[config.mk]
export PLATFORM = sky130hd
export DESIGN_NAME = display_scheduler
export DESIGN_NICKNAME = d
export VERILOG_FILES = /design/src/rtl/display_scheduler.sv
export SDC_FILE = /design/constraint.sdc
export NUM_CORES = 1
export LEC_CHECK = 0
export CAP_MARGIN = 40
export CORE_MARGIN = 4
export CORE_UTILIZATION = 26
export DETAILED_ROUTE_END_ITERATION = 10
export HOLD_SLACK_MARGIN = 0.12
export SETUP_SLACK_MARGIN = 0.15
export SYNTH_ARGS = -nofsm -noshare
export SYNTH_HDL_FRONTEND = slang
export SYNTH_SLANG_ARGS = --single-unit
[constraint.sdc]
create_clock -name clk -period 6 [get_ports clk]
set_input_delay 0.6 -clock clk [delete_from_list [all_inputs] [get_ports clk]]
set_output_delay 0.6 -clock clk [all_outputs]
set_load 0.1 [all_outputs]
[src/rtl/display_scheduler.sv]
// Arbitrates the 4-digit seven-segment driver among free-space, clock and alert sources.
// Optional build macro ALERT_BLINK_EN: ALERT blinks data2 against 4'hA digits on each tick.
module display_scheduler #(
  parameter int unsigned TICK_DIV   = 50000,
  parameter int unsigned HOLD_TICKS = 4
) (
  input  logic        clk,
  input  logic        reset,
  input  logic        req0,
  input  logic        req1,
  input  logic        req2,
  input  logic [15:0] data0,
  input  logic [15:0] data1,
  input  logic [15:0] data2,
  input  logic        colon0,
  input  logic        colon1,
  input  logic        colon2,
  output logic [3:0]  digit_0,
  output logic [3:0]  digit_1,
  output logic [3:0]  digit_2,
  output logic [3:0]  digit_3,
  output logic        enable_colon,
  output logic [2:0]  grant,
  output logic [2:0]  ack,
  output logic        tick
);

  localparam int unsigned PW = (TICK_DIV > 1) ? $clog2(TICK_DIV) : 1;
  localparam int unsigned HW = $clog2(HOLD_TICKS + 1);

  typedef enum logic [1:0] {IDLE, SHOW, ALERT} state_t;

  state_t        state_q, state_d;
  logic [PW-1:0] presc_q, presc_d;
  logic          tick_q, tick_d;
  logic [HW-1:0] hold_q, hold_d;
  logic          owner_q, owner_d;
  logic          rr_q, rr_d;
  logic [15:0]   cap_q, cap_d;
  logic          cap_colon_q, cap_colon_d;
  logic [2:0]    grant_q, grant_d;
  logic [2:0]    ack_q, ack_d;
  logic [15:0]   disp_q, disp_d;
  logic          colon_q, colon_d;
`ifdef ALERT_BLINK_EN
  logic          blink_q, blink_d;
`endif

  logic          dwell_met;
  logic          cur_req;
  logic          oth_req;
  logic          pref_req;
  logic [15:0]   alert_data;
  logic          alert_colon;

  // Free-running prescaler; tick is registered so it coincides with the terminal count.
  always_comb begin
    presc_d = (presc_q == PW'(TICK_DIV - 1)) ? '0 : presc_q + PW'(1);
    tick_d  = (presc_d == PW'(TICK_DIV - 1));
  end

  assign dwell_met = (hold_q == HW'(HOLD_TICKS));
  assign cur_req   = owner_q ? req1 : req0;
  assign oth_req   = owner_q ? req0 : req1;
  assign pref_req  = rr_q ? req1 : req0;

  // Next-state arbitration; req2 always wins, requester drop beats dwell expiry.
  always_comb begin
    state_d = state_q;
    owner_d = owner_q;
    rr_d    = rr_q;
    case (state_q)
      IDLE: begin
        if (req2) begin
          state_d = ALERT;
        end else if (req0 || req1) begin
          state_d = SHOW;
          owner_d = pref_req ? rr_q : ~rr_q;
        end
      end
      SHOW: begin
        if (req2) begin
          state_d = ALERT;
          rr_d    = owner_q;
        end else if (!cur_req) begin
          state_d = IDLE;
        end else if (dwell_met && oth_req) begin
          owner_d = ~owner_q;
          rr_d    = owner_q;
        end
      end
      ALERT: begin
        if (!req2 && dwell_met) begin
          state_d = IDLE;
        end
      end
      default: state_d = IDLE;
    endcase
  end

  // Alert payload is captured while req2 is high and replayed during the residual dwell.
  always_comb begin
    cap_d       = req2 ? data2 : cap_q;
    cap_colon_d = req2 ? colon2 : cap_colon_q;
    alert_data  = req2 ? data2 : cap_q;
    alert_colon = req2 ? colon2 : cap_colon_q;
  end

`ifdef ALERT_BLINK_EN
  always_comb begin
    blink_d = blink_q;
    if (state_d == ALERT && state_q != ALERT) begin
      blink_d = 1'b0;
    end else if (tick_q) begin
      blink_d = ~blink_q;
    end
  end
`endif

  // Registered grant, ack, dwell counter and display image all follow the next state.
  always_comb begin
    grant_d = 3'b000;
    disp_d  = 16'hFFFF;
    colon_d = 1'b0;
    case (state_d)
      SHOW: begin
        grant_d = owner_d ? 3'b010 : 3'b001;
        disp_d  = owner_d ? data1 : data0;
        colon_d = owner_d ? colon1 : colon0;
      end
      ALERT: begin
        grant_d = 3'b100;
`ifdef ALERT_BLINK_EN
        disp_d  = blink_d ? 16'hAAAA : alert_data;
        colon_d = blink_d ? 1'b0 : alert_colon;
`else
        disp_d  = alert_data;
        colon_d = alert_colon;
`endif
      end
      default: begin
        grant_d = 3'b000;
      end
    endcase
    ack_d  = grant_d & ~grant_q;
    hold_d = hold_q;
    if (grant_d != grant_q) begin
      hold_d = '0;
    end else if (tick_q && !dwell_met) begin
      hold_d = hold_q + HW'(1);
    end
  end

  always_ff @(posedge clk or posedge reset) begin
    if (reset) begin
      state_q     <= IDLE;
      presc_q     <= '0;
      tick_q      <= 1'b0;
      hold_q      <= '0;
      owner_q     <= 1'b0;
      rr_q        <= 1'b0;
      cap_q       <= 16'h0000;
      cap_colon_q <= 1'b0;
      grant_q     <= 3'b000;
      ack_q       <= 3'b000;
      disp_q      <= 16'hFFFF;
      colon_q     <= 1'b0;
`ifdef ALERT_BLINK_EN
      blink_q     <= 1'b0;
`endif
    end else begin
      state_q     <= state_d;
      presc_q     <= presc_d;
      tick_q      <= tick_d;
      hold_q      <= hold_d;
      owner_q     <= owner_d;
      rr_q        <= rr_d;
      cap_q       <= cap_d;
      cap_colon_q <= cap_colon_d;
      grant_q     <= grant_d;
      ack_q       <= ack_d;
      disp_q      <= disp_d;
      colon_q     <= colon_d;
`ifdef ALERT_BLINK_EN
      blink_q     <= blink_d;
`endif
    end
  end

  assign digit_0      = disp_q[3:0];
  assign digit_1      = disp_q[7:4];
  assign digit_2      = disp_q[11:8];
  assign digit_3      = disp_q[15:12];
  assign enable_colon = colon_q;
  assign grant        = grant_q;
  assign ack          = ack_q;
  assign tick         = tick_q;

endmodule

==> flow_summary.ini, run 1 <==
[floorplan]
design.core.area_mm2 = 0.0121
start_util_pct = 26.7
dieArea_mm2 = 0.0142
die_w_um = 119
row_count = 40
die_h_um = 119
num_io_pins = 80

[power]
p_leak_uw = 0.00203
intPower_uw = 912
irDropWorstVdd_mv = 0.126
seq_power_share_pct = 37.3
pwr-share-clk_pct = 41.1
p_switching_uw = 359
p_sw_share_pct = 28.2
power_density_mw_per_mm2 = 262
pwr-share-comb_pct = 21.6

[sta]
report.final.setup_viol = 0
setup_tns_ns = 0
slew_headroom_pct = 46.3
clock.fmax_mhz = 310
worst_slack_ns = 2.77
rsz0062_at_grt = no
skew_ns = 0.00912
finalCritPeriodShare_pct = 53.8
tightest_slew_ns = 0.805
hold-worst-slack_ns = 0.495
drv_slew = 0
period_minus_slack_ns = 3.23
finalHoldViolCount = 0

[global_routing]
grt_pass1_vias = 2669
grt_max_degree = 65
antenna_found_initial = 0
track_usage_pct = 11.7
gr-total-overflow = 0
grt_first_pass_wirelength_um = 13300

[yosys]
synth_area_per_cell_um2 = 10.9
synthArstFlopShare_pct = 100
synth_edf_count = 0
synth_area_leaders = dfrtp_1 37%, dfstp_2 13%, mux2_2 6.3%, a311o_1 5.0%, a21o_1 4.0%
synth-compound-area-share_pct = 13.0
synth_area_mm2 = 0.00322
synth_top_family_by_area = simple AND/OR/NAND/NOR gates
synth-main-ff-cell = dfrtp_1
yosysTopAreaCellShare_pct = 37.3
synthSimpleGateAreaFrac_pct = 17.3
synth_xor_area_share_pct = 4.08
synth-seq-cells = 64
yosysWarningCount = 0
synth_seq_area_share_pct = 50.4
synth_cells = 296
synthMuxAreaShare_pct = 6.61
synth_fa_ha_area_share_pct = 3.50
synth_top_cell_by_area = dfrtp_1
synthDistinctLibCells = 44
synth_nets = 361

[cells_and_area]
final_core_util_pct = 40.3
layout_common_cells = 79 x clkdlybuf4s50_1, 48 x dfrtp_1, 30 x nand2_1
n_antenna_cell = 0
final_common_cell = clkdlybuf4s50_1
area_growth_pct = 50.9
layout-drive-gt1-share_pct = 21.8
finalNetCount = 460

[worst_setup_path]
endpoint_kind = flip-flop
r2r_end = hold_q[2]
r2r_slack_ns = 3.15
crit_fanout = 20
reg2reg_depth = 12
path_class = in2reg
start_kind = input pin
cp.required_ns = 6.24
rr_startpoint = hold_q[0]
worstPathArrival_ns = 3.47

[routing]
post_drt_via_cell_ratio = 4.50
drtPass1Iterations = 4
top_layer = met4
ant_nets = 0
routed_wirelength_um = 7990
route.detailed.drc = 0
dr_wl_met2_um = 3910
wire_per_inst_um = 14.1
vias = 2558
wl_met3_um = 337
wl_met1_um = 3600
drtIter0Drc = 108

[clock_tree]
cts_tree = yes
post_cts_buffers = 0
h-tree-depth = 3
clk_pin_slew_ns = 0.06
cts.sinks = 64
cts_root_buf = clkbuf_16
cts_hold_buf = 0
clock_latency_ns = 0.33
postCtsResizedCells = 0
clockBufferDepth = 2
cts_inserted_buffers = 9

[min_path]
hold_depth = 1
hp-class = reg2reg
worstHoldEndpoint = cap_q[1]
min_from = cap_q[1]

[place]
dpl.hpwl_um = 5940
place.gp.congestion = 0.832
pre_cts_ws_ns = 2.43
io_buffers = 79

[status]
outcome = finished, final reports clean

[flow_run]
maxCapViolations = 0
layout make-up:
class / instances / area [µm²]
multi-input cells: 199 / 1430
repair buffers: 107 / 1230
well taps: 168 / 210
fillers: 1128 / 7210
flip-flops and latches: 64 / 1620
clock buffers: 9 / 225
clock inverters: 7 / 78.8
inverters: 14 / 52.6
registers in the layout, indices dropped and copies added, names as in the netlist, 2 cells and up:
signal / flops
ack: 3
cap_q: 16
disp_q: 16
grant: 3
hold_q: 3
presc_q: 16
state_q: 2
critical path, cell delays in order:
cell and delay (ns):
clkdlybuf4s50_1 0.63, buf_8 0.27, or4_4 0.55, o211ai_4 0.23, or2_2 0.45, nor2b_1 0.12, ha_1 0.29, nand3_1 0.12
nor3_1 0.21
kinds of logic after synthesis:
logic type                 after synthesis
AOI/OAI and AO/OA                       50
xor gates and xnor gates                15
adders and majority gates                9
buffers and inverters                   33
DFF                                     64
muxes                                   19
and+or+nand+nor                        106
how the worst max path moves through the flow:
| stage | start | to | slack, ns | depth (start not counted) |
|---|---|---|---|---|
| 3_3_place_gp | req2 | hold_q[2] | 2.13 | 10 |
| 2_1_floorplan | req2 | hold_q[2] | 3.39 | 12 |
| 4_1_cts | req2 | hold_q[2] | 2.74 | 9 |
| 6_report | req2 | hold_q[2] | 2.77 | 9 |
| 5_1_grt | req2 | hold_q[2] | 2.56 | 10 |
| 3_5_place_dp | req2 | hold_q[2] | 2.43 | 9 |
routing by layer:
layer	track usage [%]	up-vias
met5	0	-
met4	5.14	0
met3	3.28	8
met2	18.4	60
met1	15.1	1232
li1	-	1258
cells in the mapped netlist, drive strengths merged, types with 3 or more instances:
library cell,count
a21oi,7
a21o,17
ha,9
nor4,3
buf,8
dfrtp,48
nand4,6
nand3b,3
xor2,8
nand3,9
inv,14
mux2,18
a311o,16
nor3,20
xnor2,7
dfstp,16
nand2b,3
o211ai,4
clkbuf,11
nor2,15
nand2,30
power by group through the flow:
stage / logic, µW / registers (µW) / clock network [µW]
finish: 274 / 474 / 523
CTS: 278 / 474 / 537
floorplan: 49.5 / 584 / 0
global route: 287 / 476 / 560
detailed placement: 277 / 481 / 0
global placement: 228 / 481 / 0
through the flow:
step,total power (µW),instance area [µm²],std cells
4_1_cts,1290,4860,568
5_1_grt,1320,4860,568
3_5_place_dp,758,4550,552
2_1_floorplan,633,3220,296
3_3_place_gp,709,4120,526
6_report,1270,4860,568
No activity file was read; power rests on OpenSTA's default activity.
==> inputs of run 2 (changes only) <==
clock period = 3 ns   (was 6 ns; I/O delays follow)
==> flow_summary.ini, run 2 (same netlist as run 1, synthesis figures left out) <==
[status]
outcome = finished, final reports clean

[floorplan]
die_w_um = 119
row_count = 40
num_io_pins = 80
start_util_pct = 26.7
die_h_um = 119
dieArea_mm2 = 0.0142
design.core.area_mm2 = 0.0121

[global_routing]
grt_pass1_vias = 2671
grt_first_pass_wirelength_um = 13500
gr-total-overflow = 0
antenna_found_initial = 0
grt_max_degree = 33
track_usage_pct = 11.8

[routing]
wire_per_inst_um = 14.8
ant_nets = 0
drtIter0Drc = 108
routed_wirelength_um = 8140
route.detailed.drc = 0
top_layer = met4
post_drt_via_cell_ratio = 4.59
vias = 2530
wl_met1_um = 3610
drtPass1Iterations = 4
wl_met3_um = 313
dr_wl_met2_um = 4100

[clock_tree]
cts_hold_buf = 0
cts.sinks = 64
postCtsResizedCells = 0
clock_latency_ns = 0.32
clk_pin_slew_ns = 0.05
h-tree-depth = 3
cts_inserted_buffers = 9
clockBufferDepth = 2
cts_tree = yes
cts_root_buf = clkbuf_16
post_cts_buffers = 0

[worst_setup_path]
start_kind = flip-flop
r2r_slack_ns = 0.59
max_stage_delay_ns = 0.38
path_class = reg2reg
critPathSlowestCell = dfrtp_1
cp.required_ns = 3.20
rr_startpoint = hold_q[0]
worstPathArrival_ns = 2.61
crit_fanout = 4
path_buf_inv = 2
worstPathCellList = inv_1 -> ha_1 -> nand2_1 -> a21oi_1 -> a21o_1 -> inv_1 -> ha_1 -> nor2b_1 -> nor2b_1 -> ha_1 -> nand3_1 -> nor3_1
crit_start = hold_q[0]
cpMostUsedCell = ha_1
endpoint_kind = flip-flop
crit_family = adder cells

[sta]
report.final.setup_viol = 0
setup_tns_ns = 0
finalHoldViolCount = 0
finalCritPeriodShare_pct = 80.4
clock.fmax_mhz = 415
rsz0062_at_grt = no
period_minus_slack_ns = 2.41
drv_slew = 0
skew_ns = 0.00409
tightest_slew_ns = 0.486
slew_headroom_pct = 67.5

[cells_and_area]
top_regs = cap_q (16), disp_q (16), presc_q (16)
layout_common_cells = 57 x clkdlybuf4s50_1, 48 x dfrtp_1, 31 x buf_4
final_core_util_pct = 36.9
layout-drive-gt1-share_pct = 23.5
n_antenna_cell = 0
instances_no_fill = 551
finalNetCount = 443
area_growth_pct = 38.3
fill_cells = 1206
final_common_cell = clkdlybuf4s50_1

[power]
p_switching_uw = 654
p_sw_share_pct = 26.9
irDropWorstVdd_mv = 0.253
pwr-share-clk_pct = 42.8
seq_power_share_pct = 39.0
intPower_uw = 1780
power_density_mw_per_mm2 = 546
p_leak_uw = 0.00190
pwr-share-comb_pct = 18.2

[place]
place.gp.congestion = 0.813
dpl.cell_count = 535
io_buffers = 79
dpl.hpwl_um = 6000

[flow_run]
maxCapViolations = 0

[min_path]
hp-class = in2async
run 2: final timing paths:
check,to,cells after the start
hold / removal,owner_q,2
setup reg to reg,hold_q[2],12
max in group asynchronous,disp_q[5],3
min in group clk,cap_q[3],1
hold reg to reg,cap_q[3],1
setup / recovery,hold_q[2],12
run 2: power groups by stage:
stage | registers, µW | logic (µW) | clock network [µW]
floorplan | 1170 | 99.0 | 0
global placement | 961 | 444 | 0
detailed placement | 962 | 448 | 0
CTS | 948 | 448 | 1070
global route | 952 | 463 | 1110
finish | 947 | 443 | 1040
run 2: metal layers:
metal	up-vias	global-route usage [%]
met5	-	0
met4	0	4.56
met3	8	2.66
met2	49	20.3
met1	1244	14.3
li1	1229	-
run 2: worst reg2reg max path, delay by kind of cell (launching register included):
kind	cells	cell delay [ns]
buffers and inverters	2	0.15
adders and majority gates	3	0.75
AOI/OAI and AO/OA	2	0.28
and+or+nand+nor	5	0.73
DFF	1	0.38
run 2: final cells by class:
| type | instances | area [µm²] | area share [%] |
|---|---|---|---|
| clock inverters | 3 | 40.0 | 0.899 |
| multi-input cells | 199 | 1430 | 32.2 |
| flip-flops and latches | 64 | 1620 | 36.4 |
| well taps | 168 | 210 | 4.72 |
| repair buffers | 90 | 833 | 18.7 |
| clock buffers | 13 | 260 | 5.85 |
| inverters | 14 | 52.6 | 1.18 |
run 2: metrics by stage:
stage	hold WS (ns)	setup WS [ns]	cell area (µm²)	total power [µW]
floorplan	0.456	0.611	3220	1270
global placement	0.480	0.562	4120	1400
detailed placement	0.486	0.447	4150	1410
CTS	0.341	0.562	4450	2470
global route	0.378	0.325	4450	2520
finish	0.329	0.589	4450	2430
